**config.mk**
```make
export PLATFORM = sky130hd
export DESIGN_NAME = rf_write_arbiter
export DESIGN_NICKNAME = d
export VERILOG_FILES = /design/src/rtl/rf_write_arbiter.sv
export SDC_FILE = /design/constraint.sdc
export NUM_CORES = 1
export LEC_CHECK = 0
export ABC_AREA = 1
export CAP_MARGIN = 20
export CORE_MARGIN = 5
export CORE_UTILIZATION = 39
export DETAILED_ROUTE_END_ITERATION = 10
export PLACE_DENSITY = 0.78
export SETUP_SLACK_MARGIN = 0.5
export SYNTH_ARGS = -nofsm -noshare
export SYNTH_HDL_FRONTEND = slang
export SYNTH_SLANG_ARGS = --single-unit
```
**constraint.sdc**
```tcl
create_clock -name clk -period 1.8 [get_ports clk]
set_clock_uncertainty 0.15 [all_clocks]
set_input_delay 0.45 -clock clk [delete_from_list [all_inputs] [get_ports clk]]
set_output_delay 0.45 -clock clk [all_outputs]
set_load 0.05 [all_outputs]
```
**src/rtl/rf_write_arbiter.sv**
```systemverilog
// rf_write_arbiter: owns the register-file write port and shares it between two writeback requesters.
//
// Ports:
//   clk, rst                   clock and synchronous active-low reset (0 = reset)
//   a_valid/a_ready/a_addr/a_data
//                              requester A (ALU result), valid/ready handshake
//   b_valid/b_ready/b_addr/b_data
//                              requester B (load result), valid/ready handshake
//   rf_we, rf_waddr, rf_wdata  registered write port (RFWr, A3, WD)
//   busy                       post-reset clear sweep in progress
//   rf_raddr1/2, rf_rdata1/2, fwd_data1/2
//                              read-side forwarding, present only when RF_BYPASS_EN is defined
//
// After reset the block writes zero to registers 1..NUM_REGS-1, one per cycle, so the
// register file needs no reset of its own. Grants then alternate round-robin between
// A and B whenever both are requesting.
module rf_write_arbiter #(
  parameter int unsigned ADDR_W         = 5,
  parameter int unsigned DATA_W         = 32,
  parameter int unsigned NUM_REGS       = 32,
  parameter bit          CLEAR_ON_RESET = 1'b1
) (
  input  logic              clk,
  input  logic              rst,
  input  logic              a_valid,
  output logic              a_ready,
  input  logic [ADDR_W-1:0] a_addr,
  input  logic [DATA_W-1:0] a_data,
  input  logic              b_valid,
  output logic              b_ready,
  input  logic [ADDR_W-1:0] b_addr,
  input  logic [DATA_W-1:0] b_data,
  output logic              rf_we,
  output logic [ADDR_W-1:0] rf_waddr,
  output logic [DATA_W-1:0] rf_wdata,
`ifdef RF_BYPASS_EN
  input  logic [ADDR_W-1:0] rf_raddr1,
  input  logic [ADDR_W-1:0] rf_raddr2,
  input  logic [DATA_W-1:0] rf_rdata1,
  input  logic [DATA_W-1:0] rf_rdata2,
  output logic [DATA_W-1:0] fwd_data1,
  output logic [DATA_W-1:0] fwd_data2,
`endif
  output logic              busy
);
  typedef enum logic {CLEAR, RUN} state_t;
  state_t            state, state_n;
  logic [ADDR_W-1:0] clr_cnt, clr_cnt_n;
  logic              rr_ptr, rr_ptr_n;
  logic              busy_n, we_n;
  logic [ADDR_W-1:0] waddr_n, sel_addr;
  logic [DATA_W-1:0] wdata_n;
  logic              run, a_fire, b_fire;
  always_ff @(posedge clk) begin
    if (!rst) begin
      state    <= CLEAR_ON_RESET ? CLEAR : RUN;
      busy     <= CLEAR_ON_RESET;
      clr_cnt  <= ADDR_W'(1);
      rr_ptr   <= 1'b0;
      rf_we    <= 1'b0;
      rf_waddr <= '0;
      rf_wdata <= '0;
    end else begin
      state    <= state_n;
      busy     <= busy_n;
      clr_cnt  <= clr_cnt_n;
      rr_ptr   <= rr_ptr_n;
      rf_we    <= we_n;
      rf_waddr <= waddr_n;
      rf_wdata <= wdata_n;
    end
  end
  // rr_ptr: 0 = A has priority, 1 = B has priority. The two readies are mutually
  // exclusive whenever both sides are valid, so at most one transfer per cycle.
  always_comb begin
    run       = state == RUN;
    a_ready   = run && (!b_valid || !rr_ptr);
    b_ready   = run && (!a_valid || rr_ptr);
    a_fire    = a_valid && a_ready;
    b_fire    = b_valid && b_ready;
    sel_addr  = a_fire ? a_addr : b_addr;
    state_n   = state;
    busy_n    = busy;
    clr_cnt_n = clr_cnt;
    rr_ptr_n  = rr_ptr;
    we_n      = 1'b0;
    waddr_n   = rf_waddr;
    wdata_n   = rf_wdata;
    if (!run) begin
      we_n      = 1'b1;
      waddr_n   = clr_cnt;
      wdata_n   = '0;
      clr_cnt_n = clr_cnt + 1'b1;
      if (clr_cnt == ADDR_W'(NUM_REGS - 1)) begin
        state_n = RUN;
        busy_n  = 1'b0;
      end
    end else begin
      rr_ptr_n = a_fire ? 1'b1 : b_fire ? 1'b0 : rr_ptr;
      // Writes to register 0 complete the handshake but never reach the RF.
      we_n     = (a_fire || b_fire) && sel_addr != '0;
      waddr_n  = we_n ? sel_addr : rf_waddr;
      wdata_n  = we_n ? (a_fire ? a_data : b_data) : rf_wdata;
    end
  end
`ifdef RF_BYPASS_EN
  // Same-cycle write-to-read forwarding; register 0 always reads from the RF.
  assign fwd_data1 = (rf_we && rf_waddr == rf_raddr1 && rf_raddr1 != '0) ? rf_wdata : rf_rdata1;
  assign fwd_data2 = (rf_we && rf_waddr == rf_raddr2 && rf_raddr2 != '0) ? rf_wdata : rf_rdata2;
`endif
endmodule

```
Word level (Yosys, flattened, before mapping)

Cells that the tools add are included.

Reduce and logical (&&, ||, !) cells: 16
Eq/ne operators: 2
Mux-type cells: 9
Add/sub/neg operators: 1
Bitwise operators: 1

Operator list:

| cell                                          | count |
|---|---|
| 2-to-1 mux 32 bit                             | 1 |
| 2-to-1 mux 5 bit                              | 3 |
| AND reduction 2 bit                           | 3 |
| adder 5 x 1 -> 5 bit, second input constant   | 1 |
| == test 5 bit, second input constant          | 1 |
| logical AND 1 bit                             | 5 |
| 2-to-1 mux 1 bit                              | 5 |
| nonzero test 5 bit                            | 1 |
| zero test 1 bit                               | 3 |
| logical OR 1 bit                              | 3 |
| != test 2 x 1 -> 1 bit, second input constant | 1 |
| nonzero test 2 bit                            | 1 |
| NOT 1 bit                                     | 1 |

Input bits: 78
Flip-flop bits (word level): 46
Logic and storage cells: 36
Output and inout port bits: 41

Depth between registers and ports, before layout

Word-level depth: 9
Gate-level depth with buffers: 11
Depth with buffers taken out: 9

Worst setup path after synthesis

No wires, ideal clock.

Path type: reg-to-output
Start point: register state (netlist: run)
End point: output a_ready
Required time: 1.200 ns
Arrival: 1.462 ns
Cell stages (with the launch flop): 4
Buffers on the path: 1
Slack: -0.262 ns
Cell sequence: dfxtp_1 > buf_2 > inv_1 > a21oi_1

Word-level cells in the longest chain between the ends: 1

Ends and longest elaborated chain:

| what                   | line | text |
|---|---|---|
| start, declared        | 47   | `state_t state, state_n;` |
| start signal, assigned | 56   | `state <= CLEAR_ON_RESET ? CLEAR : RUN;` |
| start signal, assigned | 64   | `state <= state_n;` |
| logical AND 1 bit      | 77   | `a_ready = run && (!b_valid \|\| !rr_ptr);` |
| end, declared          | 26   | `output logic a_ready,` |

Every way passes these cells.

Final worst setup path

Start point: input b_addr[2]
End point: register rf_wdata[20]

Word-level cells in the longest chain between the ends: 3

Ends and longest elaborated chain:

| what                 | line | text |
|---|---|---|
| start, declared      | 31   | `input logic [ADDR_W-1:0] b_addr,` |
| 2-to-1 mux 5 bit     | 81   | `sel_addr = a_fire ? a_addr : b_addr;` |
| nonzero test 5 bit   | 101  | `we_n = (a_fire \|\| b_fire) && sel_addr != '0;` |
| logical AND 1 bit    | 101  |  |
| end signal, assigned | 70   | `rf_wdata <= wdata_n;` |
| end, declared        | 35   | `output logic [DATA_W-1:0] rf_wdata,` |

Every way passes these cells.
A chain may end at the register's enable or synchronous reset.

==> results.json <==
{
  "outcome": "complete, but fails checks",
  "violations": "setup timing",
  "path_max_fanout": 5,
  "power.switching_fraction": 0.244,
  "timing.setup.critical_path_class": "in -> reg",
  "clock_power_share": 0.350,
  "leakage_nw": 1.95,
  "fin_cells": 517,
  "finalCoreUtilization": 0.891,
  "worst_setup_path_end_kind": "flop",
  "grt_overflow_total": 0,
  "maxClockFrequency_mhz": 520,
  "synth-seq-area-share": 0.411,
  "port_buffers": 118,
  "slew_headroom": 0.813,
  "num_vias": 2733,
  "power_frac_comb": 0.187,
  "power_density_nw_per_um2": 458,
  "worstMarginPinSlew_ns": 0.278,
  "internal_power_summed_over_all_cells_mw": 1.71,
  "syn_nets": 357,
  "area_growth_syn_to_layout_pct": 120,
  "finalHoldViolCount": 0,
  "cts_root_buf": "clkbuf_8",
  "cts.sinks": 46,
  "layout-drive-gt1-share": 0.542,
  "tritoncts": "done",
  "post-route-period-util": 1.07,
  "synth.distinct_cells": 23,
  "core_region_area_sq_um": 5540,
  "rsz_0062_raised_after_global_routing": "yes",
  "proportion_of_power_drawn_by_flip_flops_and_latches": 0.463,
  "grt_start_max_net_pins": 23,
  "number_of_max_cap_violations": 0,
  "routed_via_density": 5.29,
  "final.min_clock_period_ns": 1.92,
  "synthesis.area_per_instance_sq_um": 8.09,
  "cts.path.max_buffers": 2,
  "firstDrtPassIters": 4,
  "timing.final.ws_setup_ns": -0.124,
  "global_route.usage.total": 0.234,
  "synth_seq_cells": 46,
  "insertedDiodeCount": 0,
  "std_cell_rows": 27,
  "iteration_0_drc_markers": 120,
  "path_clk_slew_ns": 0.08,
  "cp_cell_sequence": "clkdlybuf4s50_1 -> inv_1 -> nand2_1 -> nand2_2 -> nand2_2 -> o21bai_4 -> buf_12 -> buf_12 -> clkbuf_16 -> o21ai_1 -> nor2_1",
  "crit_path_start_kind": "primary input",
  "worst_ep_arrival_ns": 1.98,
  "grt_first_pass_wirelength_um": 13500,
  "synth.yosys.warnings": 0,
  "tns_ns": -2.64,
  "design.die.area_sq_um": 7370,
  "timing.critical_path.required_ns": 1.85,
  "average_wire_length_per_cell_after_detail_routing_um": 20.2,
  "initial_core_util": 0.405,
  "antenna_found_initial": 0,
  "numPlacedInstances": 468,
  "vdd_drop_max_mv": 0.330,
  "worst_hold_path_type": "reg -> reg",
  "fp.dieW_um": 85.8,
  "critPathMaxStageDelay_ns": 0.47,
  "nets": 524,
  "cp_max_stage_cell": "clkdlybuf4s50_1",
  "final_max_slew_viol_count": 0,
  "post_synth_inst_count": 277,
  "p_total_mw": 2.26,
  "detailedPlacementHpwl_um": 5350,
  "deepest_level_of_the_cts_h_tree": 2,
  "gp_congestion": 0.819,
  "top_level_ports": 119,
  "worst_skew_pair.late_latency_ns": 0.31,
  "antenna_violating_nets_post_route": 0,
  "die_h_um": 85.8,
  "numCtsBuffers": 5,
  "number_of_global_route_vias_before_repair": 2806,
  "synthesis.area_sq_um": 2240,
  "finalWirelength_um": 10500,
  "filler_instances": 241,
  "report.final.setup_viol": 35,
  "sw_power_mw": 0.550,
  "drc": 0
}
## what timing repair did
item,CTS,global route
hold buffers,0,0
pin swaps,9,18
buffers inserted,28,5
setup endpoints to repair,85,87
resized for setup,91,54
gates cloned,5,3
endpoints found under the hold margin,0,0
## cell type report
class,count,area (sq um),area share
Clock buffer,7,76.3,0.0155
Tap cell,72,90.1,0.0183
Inverter,24,104,0.0210
Clock inverter,1,30.0,0.00609
Multi-Input combinational cell,191,1380,0.280
Timing Repair Buffer,176,2270,0.459
Sequential cell,46,985,0.200
## layer usage
metal	GRT usage	share of wire	vias to the layer above
met5	0	0	-
met4	0.117	0.048	0
met3	0.0720	0.076	42
met2	0.453	0.55	147
met1	0.220	0.32	1299
li1	-	-	1245
## power groups by stage
stage               Sequential (mW)  Combinational [mW]  Clock [mW]
finish                         1.05               0.422       0.790
global route                   1.05               0.446       0.824
CTS                            1.04               0.371       0.763
detailed placement             1.07               0.329           0
global placement               1.07               0.320           0
floorplan                      1.09              0.0766           0
## cell usage after synthesis
library cell,count,share of area
a21oi_1,12,0.027
buf_12,1,0.0089
buf_2,7,0.016
buf_4,2,0.0067
buf_6,3,0.015
clkbuf_1,3,0.0050
clkinv_1,1,0.0017
dfxtp_1,46,0.41
ha_1,2,0.011
inv_1,23,0.039
mux2_2,32,0.16
nand2_1,16,0.027
nand2_2,1,0.0028
nand3_1,1,0.0022
nand3_2,6,0.027
nand4_1,4,0.011
nor2_1,68,0.11
nor3_1,4,0.0089
o21ai_0,25,0.056
o21ai_1,15,0.033
o21bai_2,1,0.0050
o22ai_1,3,0.0084
xor2_1,1,0.0039
## flip-flops by register name, indices dropped and copies added, names as in the netlist
| register | flops |
|---|---|
| rr_ptr | 1 |
| rf_waddr | 5 |
| rf_we | 1 |
| rf_wdata | 32 |
| clr_cnt | 5 |
| busy | 1 |
| run | 1 |
## stage by stage
stage	instance area, sq um	hold slack [ns]	worst slack [ns]
after floorplan	2330	0.272	0.0925
after global placement	4050	0.288	-0.625
after detailed placement	4050	0.321	-0.769
after CTS	4650	0.338	0.0194
after global routing	4930	0.339	-0.209
final	4930	0.329	-0.124
## worst max-delay path: cells and delay by family
| kind | cells | cell delay [ns] |
|---|---|---|
| buffers and inverters | 5 | 0.96 |
| AND/OR/NAND/NOR | 4 | 0.30 |
| AO/OA/AOI/OAI | 2 | 0.25 |
## cells by family (layout without fill, tap and decap cells)
logic type | after synthesis | after routing | share of synthesized area
compound gates | 56 | 56 | 0.129
xor+xnor | 1 | 1 | 0.00391
fa+ha+maj | 2 | 2 | 0.0112
buf+inv | 40 | 208 | 0.0915
flops | 46 | 46 | 0.411
mux | 32 | 32 | 0.161
simple gates | 100 | 100 | 0.193
## placed cells by master, fill, tap and decap left out, drive strengths merged, types with 2 or more instances in the layout
master          n
buf            96
inv            22
nand2          17
nand4           4
clkdlybuf4s50  65
mux2           32
o21ai          40
dlygate4sd2     9
dfxtp          46
bufbuf          3
nor2           68
a21oi          12
clkbuf          9
nor3            4
nand3           7
ha              2
o22ai           3
## worst paths after layout
kind                                              start                        end  slack, ns  depth (start not counted)
worst max-delay path                          b_addr[2]  rf_wdata[20]$_SDFFE_PN0P_      -0.12                         11
worst min-delay path            clr_cnt[3]$_SDFFE_PN0N_    clr_cnt[3]$_SDFFE_PN0N_       0.33                          1
worst max register to register           run$_SDFF_PN0_  rf_wdata[19]$_SDFFE_PN0P_      -0.12                          9
worst min register to register  clr_cnt[3]$_SDFFE_PN0N_    clr_cnt[3]$_SDFFE_PN0N_       0.33                          1
(Power assumes the default switching activity.)
